### src/rtl/systolic_result_drain.sv
// -----------------------------------------------------------------------------
// systolic_result_drain
//
// Output-side companion of the systolic PE array. When every PE reports
// finish (rising edge of the AND of all finish flags), the whole
// DIMENSION x DIMENSION result matrix is snapshotted into a local buffer and
// then streamed out one word per valid/ready transfer in row-major order.
//
// Ports
//   i_clock    in   1                   rising-edge clock
//   i_reset    in   1                   asynchronous active-low reset
//   i_c        in   CELLS*O_BITS        flat PE results, PE(r,c) at
//                                       [(r*DIMENSION+c)*O_BITS +: O_BITS]
//   i_finish   in   CELLS               per-PE finish flag, bit r*DIMENSION+c
//   o_data     out  O_BITS              current result word (0 when idle)
//   o_row      out  RC_W                row index of o_data
//   o_col      out  RC_W                column index of o_data
//   o_valid    out  1                   word/row/col/last qualifier
//   i_ready    in   1                   consumer accepts when o_valid&&i_ready
//   o_last     out  1                   final word of the matrix
//   o_busy     out  1                   buffer holds undrained data
//   o_overrun  out  1                   sticky: new matrix arrived while busy
//   i_clear    in   1                   synchronous clear of o_overrun
// -----------------------------------------------------------------------------
module systolic_result_drain #(
    parameter  int DIMENSION = 4,
    parameter  int I_BITS    = 8,
    parameter  int O_BITS    = (I_BITS * 2) + $clog2(DIMENSION),
    localparam int CELLS     = DIMENSION * DIMENSION,
    localparam int RC_W      = (DIMENSION > 1) ? $clog2(DIMENSION) : 1,
    localparam int IDX_W     = (CELLS > 1) ? $clog2(CELLS) : 1
) (
    input  logic                      i_clock,
    input  logic                      i_reset,
    input  logic [CELLS*O_BITS-1:0]   i_c,
    input  logic [CELLS-1:0]          i_finish,
    output logic [O_BITS-1:0]         o_data,
    output logic [RC_W-1:0]           o_row,
    output logic [RC_W-1:0]           o_col,
    output logic                      o_valid,
    input  logic                      i_ready,
    output logic                      o_last,
    output logic                      o_busy,
    output logic                      o_overrun,
    input  logic                      i_clear
);

    typedef enum logic {
        IDLE = 1'b0,
        SEND = 1'b1
    } state_t;

    localparam logic [IDX_W-1:0] IDX_LAST = IDX_W'(CELLS - 1);
    localparam logic [RC_W-1:0]  RC_LAST  = RC_W'(DIMENSION - 1);

    state_t             state_q, state_d;
    logic [IDX_W-1:0]   idx_q, idx_d;
    logic [RC_W-1:0]    row_q, row_d;
    logic [RC_W-1:0]    col_q, col_d;
    logic               overrun_q, overrun_d;
    logic               all_done;
    logic               all_done_q;
    logic               trigger;
    logic               capture;
    logic               send;
    logic               last_word;

    logic [O_BITS-1:0]  buf_mem [CELLS];

    // Capture trigger: rising edge of "all PEs finished". all_done_q powers up
    // high so a finish vector already high when reset releases is ignored;
    // the array has to drop at least one finish bit and raise it again.
    assign all_done = &i_finish;
    assign trigger  = all_done & ~all_done_q;

    always_ff @(posedge i_clock or negedge i_reset) begin
        if (!i_reset) begin
            all_done_q <= 1'b1;
        end else begin
            all_done_q <= all_done;
        end
    end

    assign send      = (state_q == SEND);
    assign last_word = send && (idx_q == IDX_LAST);

    // State register
    always_ff @(posedge i_clock or negedge i_reset) begin
        if (!i_reset) begin
            state_q   <= IDLE;
            idx_q     <= '0;
            row_q     <= '0;
            col_q     <= '0;
            overrun_q <= 1'b0;
        end else begin
            state_q   <= state_d;
            idx_q     <= idx_d;
            row_q     <= row_d;
            col_q     <= col_d;
            overrun_q <= overrun_d;
        end
    end

    // Next-state logic. row/col are tracked as their own counters so no
    // divider is needed for idx/DIMENSION and idx%DIMENSION.
    always_comb begin
        state_d   = state_q;
        idx_d     = idx_q;
        row_d     = row_q;
        col_d     = col_q;
        overrun_d = overrun_q;
        capture   = 1'b0;

        // Clear is applied first so that a same-cycle overrun set wins.
        if (i_clear) begin
            overrun_d = 1'b0;
        end

        case (state_q)
            IDLE: begin
                if (trigger) begin
                    capture = 1'b1;
                    idx_d   = '0;
                    row_d   = '0;
                    col_d   = '0;
                    state_d = SEND;
                end
            end

            SEND: begin
                // A new matrix while draining is dropped, including one that
                // lands on the final handshake cycle.
                if (trigger) begin
                    overrun_d = 1'b1;
                end
                if (i_ready) begin
                    if (last_word) begin
                        state_d = IDLE;
                        idx_d   = '0;
                        row_d   = '0;
                        col_d   = '0;
                    end else begin
                        idx_d = idx_q + 1'b1;
                        if (col_q == RC_LAST) begin
                            col_d = '0;
                            row_d = row_q + 1'b1;
                        end else begin
                            col_d = col_q + 1'b1;
                        end
                    end
                end
            end

            default: begin
                state_d = IDLE;
                idx_d   = '0;
                row_d   = '0;
                col_d   = '0;
            end
        endcase
    end

    // Result buffer: data only, no reset. Its contents are never observable
    // outside SEND because o_data is gated by o_valid.
    always_ff @(posedge i_clock) begin
        if (capture) begin
            for (int i = 0; i < CELLS; i++) begin
                buf_mem[i] <= i_c[i*O_BITS +: O_BITS];
            end
        end
    end

    assign o_valid   = send;
    assign o_busy    = send;
    assign o_last    = last_word;
    assign o_data    = send ? buf_mem[idx_q] : '0;
    assign o_row     = row_q;
    assign o_col     = col_q;
    assign o_overrun = overrun_q;

endmodule
### config.mk
export PLATFORM = sky130hd
export DESIGN_NAME = systolic_result_drain
export DESIGN_NICKNAME = d
export VERILOG_FILES = /design/src/rtl/systolic_result_drain.sv
export SDC_FILE = /design/constraint.sdc
export NUM_CORES = 1
export LEC_CHECK = 0
export ABC_AREA = 1
export CAP_MARGIN = 0
export CELL_PAD_IN_SITES_DETAIL_PLACEMENT = 1
export CELL_PAD_IN_SITES_GLOBAL_PLACEMENT = 2
export CORE_AREA = 2 2 216 197
export CTS_BUF_LIST = sky130_fd_sc_hd__clkbuf_2 sky130_fd_sc_hd__clkbuf_4 sky130_fd_sc_hd__clkbuf_8
export DETAILED_ROUTE_END_ITERATION = 8
export DIE_AREA = 0 0 218 199
export PLACE_DENSITY = 0.87
export SLEW_MARGIN = 20
export SYNTH_ARGS = -nofsm -noshare
export SYNTH_HDL_FRONTEND = slang
export SYNTH_SLANG_ARGS = --single-unit
### constraint.sdc
create_clock -name i_clock -period 7.6 [get_ports i_clock]
set_input_delay 1.14 -clock i_clock [delete_from_list [all_inputs] [get_ports i_clock]]
set_output_delay 1.14 -clock i_clock [all_outputs]
set_load 0.01 [all_outputs]
---- Word level (Yosys, flattened, before mapping) ----
Memories as Yosys holds them, arrays and structs flattened.
Index checks and enable logic that the tools add are counted.
word-level totals
  register bits after elaboration ......... 11
  output and inout port bits .............. 26
  input port bits ......................... 308
  memory bits (writable) .................. 288
  logic and storage cells ................. 46
  memories ................................ 1
memories
  name     words  bits a word  read ports  clocked after memory_dff  write ports  RTL line  text
  buf_mem  16     18           1           0                         16           68        logic [O_BITS-1:0] buf_mem [CELLS];
cells by class
  muxes and demuxes ....................... 24
  add/sub/neg operators ................... 3
  eq/ne operators ......................... 5
  reduce and logical (&&, ||, !) cells .... 4
  bitwise logic cells ..................... 3
operator list
  cell                                                                     number
  18-bit two-way mux                                                       1
  16-bit AND reduction                                                     1
  2-bit two-way mux                                                        7
  4-bit two-way mux                                                        3
  1-bit two-way mux                                                        9
  2-bit case mux with 2 select lines                                       2
  4-bit case mux with 2 select lines                                       1
  2-bit by 1-bit adder with 2-bit output, second input constant            2
  4-bit by 1-bit adder with 4-bit output, second input constant            1
  4-bit equality test, second input constant                               1
  2-bit inequality test, second input constant                             2
  3-bit by 2-bit inequality test with 1-bit output, second input constant  1
  3-bit AND reduction                                                      1
  2-bit equality test, second input constant                               1
  1-bit inverter                                                           2
  1-bit case mux with 2 select lines                                       1
  2-bit AND reduction                                                      1
  1-bit AND                                                                1
  1-bit logical AND                                                        1

---- Logic depth before layout (Yosys ltp) ----
Gate-level depths: netlist of the first run.
  depth after elaboration ................. 6
  mapped depth ............................ 9
  mapped depth without buffers ............ 9

---- Worst setup path after synthesis of the first run ----
OpenSTA, ideal clock, no wires.
  path kind ............................... input -> register
  start point ............................. input i_finish[0]
  end point ............................... memory buf_mem[0][0] (netlist bit), enable pin
  buffers on the path ..................... 0
  required time ........................... 6.962 ns
  setup slack ............................. -0.307 ns
  arrival ................................. 7.269 ns
  stages on the path ...................... 6
  library setup time ...................... 0.638 ns
  cell sequence ........................... nand2_1 nor2_1 nand2_1 nor2_1 nand3_1 inv_1
RTL lines
  what             RTL line  text
  start, declared  36        input logic [CELLS-1:0] i_finish,
  end, declared    68

---- Final worst setup path of the first run ----
  start point ............................. register idx_q[0]
  end point ............................... output o_data[14]
on the way
  cells in the longest elaborated chain, start to end .. 2
RTL lines
  what                    RTL line  text
  start, declared         57        logic [IDX_W-1:0] idx_q, idx_d;
  start signal, assigned  97        idx_q <= idx_d;
  memory 16 x 18 bit      -
  18-bit two-way mux      176       assign o_data = send ? buf_mem[idx_q] : '0;
  end, declared           37        output logic [O_BITS-1:0] o_data,
Every way passes these cells.

==> results of run 1 <==
## power groups by stage
stage / clock, mW / sequential (mW) / combinational [mW]
global route: 1.59 / 1.97 / 2.11
floorplan: 0 / 1.89 / 1.09
global placement: 0 / 1.99 / 1.92
detailed placement: 0 / 1.99 / 1.94
finish: 1.47 / 1.96 / 1.91
CTS: 1.53 / 1.96 / 1.96
## worst max path at each step
stage / start / depth (start not counted) / end
after floorplan: i_finish[0] / 6 / buf_mem[0][0]
after global placement: idx_q[0] / 9 / o_data[11]
after detailed placement: idx_q[0] / 9 / o_data[11]
after CTS: idx_q[0] / 9 / o_data[11]
after global routing: idx_q[0] / 9 / o_data[11]
final: idx_q[0] / 9 / o_data[14]
## state kept, by name, summed over array words and instances (netlist names)
register    cells
idx_q           4
o_busy          1
buf_mem       288
o_col           2
o_row           2
o_overrun       1
all_done_q      1
## area by class of cell
class | instances | area [um^2] | area share
multi-input combinational | 677 | 2870 | 0.164
inverter | 156 | 594 | 0.0339
sequential | 299 | 8930 | 0.510
antenna | 2 | 5.00 | 0.000286
clock inverter | 20 | 113 | 0.00643
clock buffer | 74 | 906 | 0.0517
timing repair buffer | 341 | 3410 | 0.194
tap | 547 | 684 | 0.0391
## cells by family (layout without fill, tap and decap cells)
| kind of cell | Yosys count | count (layout) | share of synthesized area |
|---|---|---|---|
| and+or+nand+nor | 633 | 633 | 0.207 |
| DFF | 299 | 299 | 0.706 |
| buffers and inverters | 215 | 591 | 0.0672 |
| AOI/OAI and AO/OA | 39 | 39 | 0.0158 |
| xor gates and xnor gates | 3 | 3 | 0.00208 |
| adders and majority gates | 2 | 2 | 0.00198 |
| other | 0 | 2 | 0 |
## cell usage after synthesis
| cell type | instances | area share |
|---|---|---|
| nand2_1 | 392 | 0.12 |
| edfxtp_1 | 288 | 0.68 |
| nand3_1 | 191 | 0.076 |
| inv_1 | 151 | 0.045 |
| nor2_1 | 49 | 0.015 |
| buf_2 | 31 | 0.012 |
| clkbuf_1 | 23 | 0.0068 |
| a21oi_1 | 18 | 0.0071 |
| o21ai_0 | 18 | 0.0071 |
| dfrtp_1 | 10 | 0.020 |
| buf_1 | 4 | 0.0012 |
| inv_2 | 3 | 0.00089 |
| clkinv_1 | 2 | 0.00059 |
| ha_1 | 2 | 0.0020 |
| o22ai_1 | 2 | 0.00099 |
| xnor2_1 | 2 | 0.0014 |
| a22oi_1 | 1 | 0.00059 |
| buf_4 | 1 | 0.00059 |
| dfstp_2 | 1 | 0.0021 |
| or3_1 | 1 | 0.00050 |
| xor2_1 | 1 | 0.00069 |
## worst max-delay path: stages, from the launching register on
cell	delay, ps
dfrtp_4	750
inv_4	760
buf_4	620
nand2_1	120
nand2_1	80
nand2_1	50
nand3_1	110
nand3_1	210
a21oi_1	310
clkdlybuf4s50_1	580
## routing by layer
layer  GRT usage  up-vias  share of wire  wire length, um
li1            -     4603              -                -
met5           0        -              0                0
met2       0.320      329           0.48            20400
met4      0.0703        0          0.026             1120
met3      0.0413       66          0.066             2790
met1       0.252     4723           0.43            18200
==> flow_summary.json, run 1 <==
{
  "drc": 0,
  "rr_startpoint": "o_busy",
  "swShare": 0.371,
  "ys_warn_count": 0,
  "drive_gt1_frac": 0.0613,
  "ys_seq_area_frac": 0.706,
  "syn_nets": 1501,
  "vias": 9721,
  "min_period_ps": 5380,
  "drtAntennaViolNets": 0,
  "p_total_mw": 5.34,
  "p_comb_frac": 0.358,
  "clk_pin_slew_ps": 60,
  "cts_buffer_depth": 3,
  "first_pass_iters": 5,
  "syn-cell-area_mm2": 0.0126,
  "p_switching_mw": 1.98,
  "pwr-share-clk": 0.275,
  "tritoncts": "yes",
  "fin_area_mm2": 0.0175,
  "cts_resized": 0,
  "finalHoldWorstSlack_ps": 538,
  "ir_drop_v": 0.000167,
  "fin_nets": 1838,
  "grt_overflow": 0,
  "port_buffers": 333,
  "rsz0062_at_grt": "no",
  "seqPwrFrac": 0.367,
  "finalSetupTns_ps": 0,
  "fin_worst_skew_ps": 16.5,
  "first_iter_violations": 579,
  "layout_setup_ws_ps": 2220,
  "cts_inserted_buffers": 53,
  "slew_viol_final": 0,
  "ios": 334,
  "grt_use_total": 0.194,
  "post-dp-hpwl_um": 29900,
  "dp.cells": 2020,
  "die_w_um": 218,
  "postCtsSetupRepairBufs": 0,
  "gp_routability_congestion": 0.835,
  "maxCapViolCount": 0,
  "ys_seq_elements": 299,
  "synthToLayoutAreaGrowth_pct": 38.5,
  "hp-start": "o_row[1]",
  "worstSetupPathType": "reg2out",
  "power_density_mw_per_mm2": 305,
  "finalWirelength_um": 42500,
  "die_y_um": 199,
  "maxSlewHeadroom": 0.311,
  "cts_hold_buf": 0,
  "place_ws_ps": 2760,
  "htree_levels": 2,
  "antenna_found_initial": 2,
  "final_cells": 2116,
  "grt_pass1_vias": 10384,
  "wl_per_cell_um": 20.1,
  "viasPerCell": 4.59,
  "cp-start-kind": "flip-flop",
  "grt_pass1_wl_um": 61800,
  "endpoint_kind": "output port",
  "start_util": 0.307,
  "rrSetupSlack_ps": 4430,
  "dieArea_mm2": 0.0434,
  "arrival_ps": 4240,
  "layout_common_cells": "nand2_1 (392), clkdlybuf4s50_1 (333), edfxtp_1 (288), nand3_1 (191), inv_1 (150)",
  "clkSinkCount": 299,
  "rows": 71,
  "rr_endpoint": "buf_mem[8][8]",
  "r2r_cells": 4,
  "setup_violations": 0,
  "mostFrequentLayoutCell": "nand2_1",
  "core_area_mm2": 0.0412,
  "fmax_mhz": 186,
  "p_leak_nw": 6.93,
  "min_path_cells": 2,
  "finish.utilization": 0.425,
  "syn_inst": 1191,
  "syn_area_per_cell_um2": 10.6,
  "place_area_mm2": 0.0165,
  "hp-class": "reg2reg",
  "clk_latency_ps": 620,
  "whs_endpoint": "o_row[1]",
  "worstMarginPinSlew_ps": 1030,
  "fin_crit_sh": 0.708,
  "status": "finished, final reports clean",
  "nFillCells": 4531,
  "synth_cell_types": 21,
  "grt_start_max_net_pins": 146,
  "worst-path-max-fanout": 93,
  "finalHoldViolCount": 0,
  "root_buffer": "clkbuf_8",
  "internal_power_mw": 3.36,
  "required_ps": 6460
}
No activity file was read; power rests on OpenSTA's default activity.
==> run 2, diff against run 1 <==
clock period = 5 ns   (was 7.6 ns; I/O delays follow)
==> run 2 against run 1 <==
Compared with the run above:
- wire length up 2.6%
- first-iteration DRC count up 11%
- final cell count up 0.19%
- critical path depth unchanged
- utilization up 0.055 points
- cell area up 0.13%
- sequential power up 48%
- clock skew up 0.85 ps
- largest cell class unchanged
==> flow_summary.json, run 2 (synthesis gave the netlist of run 1 again) <==
{
  "status": "finished, final reports clean",
  "setup_violations": 0,
  "fin_crit_sh": 0.890,
  "root_buffer": "clkbuf_8",
  "start_util": 0.307,
  "rr_startpoint": "o_busy",
  "cts_inserted_buffers": 52,
  "ir_drop_v": 0.000330,
  "vias": 9666,
  "wl_per_cell_um": 20.6,
  "drive_gt1_frac": 0.0662,
  "ios": 334,
  "slowest_delay_ps": 740,
  "maxSlewHeadroom": 0.351,
  "seqPwrFrac": 0.360,
  "mostFrequentLayoutCell": "nand2_1",
  "min_period_ps": 4450,
  "synthToLayoutAreaGrowth_pct": 38.7,
  "maxCapViolCount": 0,
  "p_leak_nw": 6.93,
  "first_pass_iters": 4,
  "reg_top3": "buf_mem x288, idx_q x4",
  "finalSetupTns_ps": 0,
  "drtAntennaViolNets": 0,
  "die_y_um": 199,
  "slew_viol_final": 0,
  "antenna_found_initial": 4,
  "grt_use_total": 0.203,
  "cts_resized": 0,
  "grt_start_max_net_pins": 94,
  "viasPerCell": 4.56,
  "worstSetupPathType": "reg2out",
  "dieArea_mm2": 0.0434,
  "htree_levels": 2,
  "largest_reg_flops": 288,
  "first_iter_violations": 644,
  "critPathTopFamily": "buffers and inverters",
  "layout_common_cells": "nand2_1 (387), clkdlybuf4s50_1 (333), edfxtp_1 (288), nand3_1 (190), inv_1 (150)",
  "p_switching_mw": 3.01,
  "dp.cells": 2026,
  "rrSetupSlack_ps": 2350,
  "regMostFlops": "buf_mem",
  "cts_hold_buf": 0,
  "postCtsSetupRepairBufs": 0,
  "port_buffers": 333,
  "gp_routability_congestion": 0.823,
  "worstMarginPinSlew_ps": 974,
  "core_area_mm2": 0.0412,
  "cp-start-kind": "flip-flop",
  "p_comb_frac": 0.374,
  "grt_pass1_wl_um": 64200,
  "hp-class": "in2async",
  "finish.utilization": 0.425,
  "finalWirelength_um": 43600,
  "final_cells": 2120,
  "swShare": 0.374,
  "worst-path-max-fanout": 93,
  "fin_worst_skew_ps": 17.3,
  "grt_pass1_vias": 10590,
  "power_density_mw_per_mm2": 458,
  "die_w_um": 218,
  "rr_endpoint": "buf_mem[5][14]",
  "crit_top_cell": "nand2_1",
  "path_buf_inv": 3,
  "grt_overflow": 0,
  "cts_buffer_depth": 3,
  "post-dp-hpwl_um": 31400,
  "r2r_cells": 4,
  "rows": 71,
  "internal_power_mw": 5.03,
  "place_area_mm2": 0.0166,
  "pwr-share-clk": 0.266,
  "required_ps": 4250,
  "tritoncts": "yes",
  "fin_nets": 1843,
  "clk_pin_slew_ps": 60,
  "clkSinkCount": 299,
  "fin_area_mm2": 0.0175,
  "clk_latency_ps": 630,
  "finalHoldViolCount": 0,
  "slowest_stage": "inv_4",
  "endpoint_kind": "output port",
  "arrival_ps": 3700,
  "rsz0062_at_grt": "no",
  "path_cells": "inv_4 > buf_4 > nand2_1 > nand2_1 > nand2_1 > nand3_1 > nand3_1 > a21oi_1 > clkdlybuf4s50_1",
  "fmax_mhz": 225,
  "drc": 0
}
[run 2: cell types whose count changed in the layout (fill, tap and decap cells not counted), sizes merged]
cell,change
clkbuf,-11
clkinv,+8
buf,+6
clkinvlp,+1
[run 2: worst max-delay path by stage]
stage | from | slack [ps] | cells past startpoint | to
after floorplan | i_finish[14] | -780 | 6 | buf_mem[0][0]
after global placement | idx_q[0] | 1210 | 8 | o_data[7]
after detailed placement | idx_q[0] | 1200 | 8 | o_data[14]
after CTS | idx_q[0] | 460 | 8 | o_data[14]
after global routing | idx_q[0] | 260 | 8 | o_data[14]
final | idx_q[0] | 550 | 9 | o_data[5]
[run 2: power groups by stage]
| stage | Clock, mW | Combinational [mW] | Sequential [mW] |
|---|---|---|---|
| finish | 2.14 | 3.01 | 2.90 |
| global route | 2.32 | 3.32 | 2.91 |
| CTS | 2.21 | 3.07 | 2.90 |
| detailed placement | 0 | 3.05 | 2.95 |
| global placement | 0 | 3.01 | 2.95 |
| floorplan | 0 | 1.65 | 2.87 |
[run 2: per-layer routing]
| metal | global-route usage | routed length, um |
|---|---|---|
| met5 | 0 | 13 |
| met4 | 0.0554 | 788 |
| met3 | 0.0442 | 2490 |
| met2 | 0.353 | 22000 |
| met1 | 0.254 | 18300 |
[run 2: area by class of cell]
| type | count | area, um^2 |
|---|---|---|
| Antenna cell | 2 | 5.00 |
| Clock buffer | 63 | 805 |
| Clock inverter | 29 | 156 |
| Fill cell | 4563 | 23700 |
| Inverter | 156 | 592 |
| Multi-Input combinational cell | 677 | 2890 |
| Sequential cell | 299 | 8930 |
| Tap cell | 547 | 684 |
| Timing Repair Buffer | 347 | 3460 |
[run 2: per-stage QoR]
stage / total power, mW / worst slack [ps] / hold slack, ps
after detailed placement: 6.00 / 1200 / 533
after global placement: 5.95 / 1210 / 503
final: 8.04 / 551 / 489
after CTS: 8.18 / 461 / 440
after floorplan: 4.52 / -783 / 454
after global routing: 8.54 / 261 / 477
==> run 3, diff against run 2 <==
SETUP_SLACK_MARGIN = 0.15   (was unset)
SLEW_MARGIN = 40   (was 20)
==> run 3 against run 2 <==
Compared with the run above:
- first-iteration DRC count up 0.62%
- sequential share of layout area fell by 0.11 points
- cell area rose by 0.22%
- sequential power about the same
- die area unchanged
- utilization rose by 0.094 points
- clock-buffer cell count grew 7
- clock skew fell by 2.4 ps
- power is 0.54% higher
- critical path depth fell by 1
- fmax grew 4.1%
- largest cell class unchanged
- largest power group unchanged
- highest routed layer unchanged
==> flow_summary.json, run 3 (synthesis gave the netlist of run 1 again) <==
{
  "hp-class": "in2async",
  "slew_viol_final": 0,
  "power_density_mw_per_mm2": 460,
  "min_period_ps": 4280,
  "ios": 334,
  "antenna_found_initial": 5,
  "finalWirelength_um": 43600,
  "cts_buffer_depth": 3,
  "vias": 9750,
  "p_comb_frac": 0.372,
  "p_switching_mw": 3.00,
  "layout_common_cells": "nand2_1 (387), clkdlybuf4s50_1 (333), edfxtp_1 (288), nand3_1 (190), inv_1 (150)",
  "htree_levels": 2,
  "finalHoldWorstSlack_ps": 488,
  "die_y_um": 199,
  "status": "finished, final reports clean",
  "die_w_um": 218,
  "largest_reg_flops": 288,
  "grt_start_max_net_pins": 94,
  "endpoint_kind": "output port",
  "maxCapViolCount": 0,
  "grt_pass1_vias": 10567,
  "worstSetupPathType": "reg2out",
  "port_buffers": 333,
  "first_iter_violations": 648,
  "internal_power_mw": 5.08,
  "drtAntennaViolNets": 0,
  "rsz0062_at_grt": "no",
  "final_cells": 2120,
  "swShare": 0.371,
  "dieArea_mm2": 0.0434,
  "fin_worst_skew_ps": 14.9,
  "mostFrequentLayoutCell": "nand2_1",
  "regMostFlops": "buf_mem",
  "p_leak_nw": 6.95,
  "fmax_mhz": 234,
  "grt_pass1_wl_um": 64000,
  "wl_per_cell_um": 20.6,
  "first_pass_iters": 5,
  "setup_violations": 0,
  "slowest_stage": "dfrtp_4",
  "maxSlewHeadroom": 0.450,
  "clk_pin_slew_ps": 60,
  "drive_gt1_frac": 0.0701,
  "nFillCells": 4578,
  "finalHoldViolCount": 0,
  "fin_crit_sh": 0.855,
  "cp-start-kind": "flip-flop",
  "gp_routability_congestion": 0.823,
  "root_buffer": "clkbuf_8",
  "seqPwrFrac": 0.359,
  "reg_top3": "buf_mem x288, idx_q x4",
  "tritoncts": "yes",
  "ir_drop_v": 0.000238,
  "pwr-share-clk": 0.269,
  "cts_inserted_buffers": 52,
  "core_area_mm2": 0.0412,
  "worstMarginPinSlew_ps": 819,
  "rows": 71,
  "arrival_ps": 3530,
  "cts_resized": 0,
  "slowest_delay_ps": 710,
  "path_cells": "buf_4 > nor2_1 > nor2_1 > o21ai_0 > nand3_1 > nand3_1 > a21oi_1 > clkdlybuf4s50_1",
  "clk_latency_ps": 630,
  "fin_nets": 1843,
  "worst-path-max-fanout": 47,
  "post-dp-hpwl_um": 31500,
  "clkSinkCount": 299,
  "required_ps": 4250,
  "postCtsSetupRepairBufs": 0,
  "grt_overflow": 0,
  "finish.utilization": 0.426,
  "grt_use_total": 0.201,
  "drc": 0,
  "dp.cells": 2026,
  "cts_hold_buf": 0,
  "start_util": 0.307,
  "synthToLayoutAreaGrowth_pct": 39.0,
  "viasPerCell": 4.60
}
-- run 3: changes by cell type in the layout (fill, tap and decap cells not counted), sizes merged --
cell | previous run | this run
inv | 153 | 152
clkinv | 27 | 20
clkbuf | 63 | 70
diode | 2 | 3
-- run 3: layer usage --
layer / part of all wire / vias to the layer above / GRT usage
met1: 0.42 / 4763 / 0.252
met5: 0.00030 / - / 0
met4: 0.018 / 2 / 0.0627
met3: 0.058 / 59 / 0.0408
met2: 0.51 / 310 / 0.350
li1: - / 4616 / -
-- run 3: worst paths after layout --
| check | start | endpoint | depth (start not counted) | slack [ps] |
|---|---|---|---|---|
| hold / removal | i_reset | o_busy | 1 | 490 |
| max in group asynchronous | i_reset | idx_q[0] | 1 | 4100 |
| setup / recovery | idx_q[0] | o_data[14] | 8 | 720 |
| min in group i_clock | o_overrun | o_overrun | 2 | 540 |
| setup reg to reg | o_busy | buf_mem[4][5] | 4 | 2550 |
| hold reg to reg | o_overrun | o_overrun | 2 | 540 |
-- run 3: per-stage QoR --
stage	setup WS, ps	power [mW]	instance area [um^2]	TNS [ps]
finish	724	8.08	17600	0
global route	455	8.57	17600	0
CTS	683	8.22	17600	0
detailed placement	1390	6.00	16600	0
global placement	1210	5.95	16600	0
floorplan	-783	4.52	12700	-225450
-- run 3: power groups by stage --
| stage | combinational (mW) | sequential (mW) | clock, mW |
|---|---|---|---|
| final | 3.01 | 2.90 | 2.18 |
| after global routing | 3.31 | 2.91 | 2.35 |
| after CTS | 3.07 | 2.90 | 2.25 |
| after floorplan | 1.65 | 2.87 | 0 |
| after detailed placement | 3.05 | 2.95 | 0 |
| after global placement | 3.01 | 2.95 | 0 |
-- run 3: worst max-delay path: cells and delay by family (launching register included) --
kind | cells | cell delay (ps)
buffers and inverters | 2 | 1140
AND/OR/NAND/NOR | 4 | 660
AO/OA/AOI/OAI | 2 | 310
flip-flops | 1 | 710
-- run 3: area by class of cell --
type | count | area (um^2) | area share
inverter | 156 | 596 | 0.0339
sequential | 299 | 8930 | 0.508
multi-input combinational | 677 | 2890 | 0.165
tap | 547 | 684 | 0.0389
antenna | 3 | 7.51 | 0.000427
timing repair buffer | 347 | 3470 | 0.198
clock inverter | 21 | 124 | 0.00705
clock buffer | 70 | 857 | 0.0488
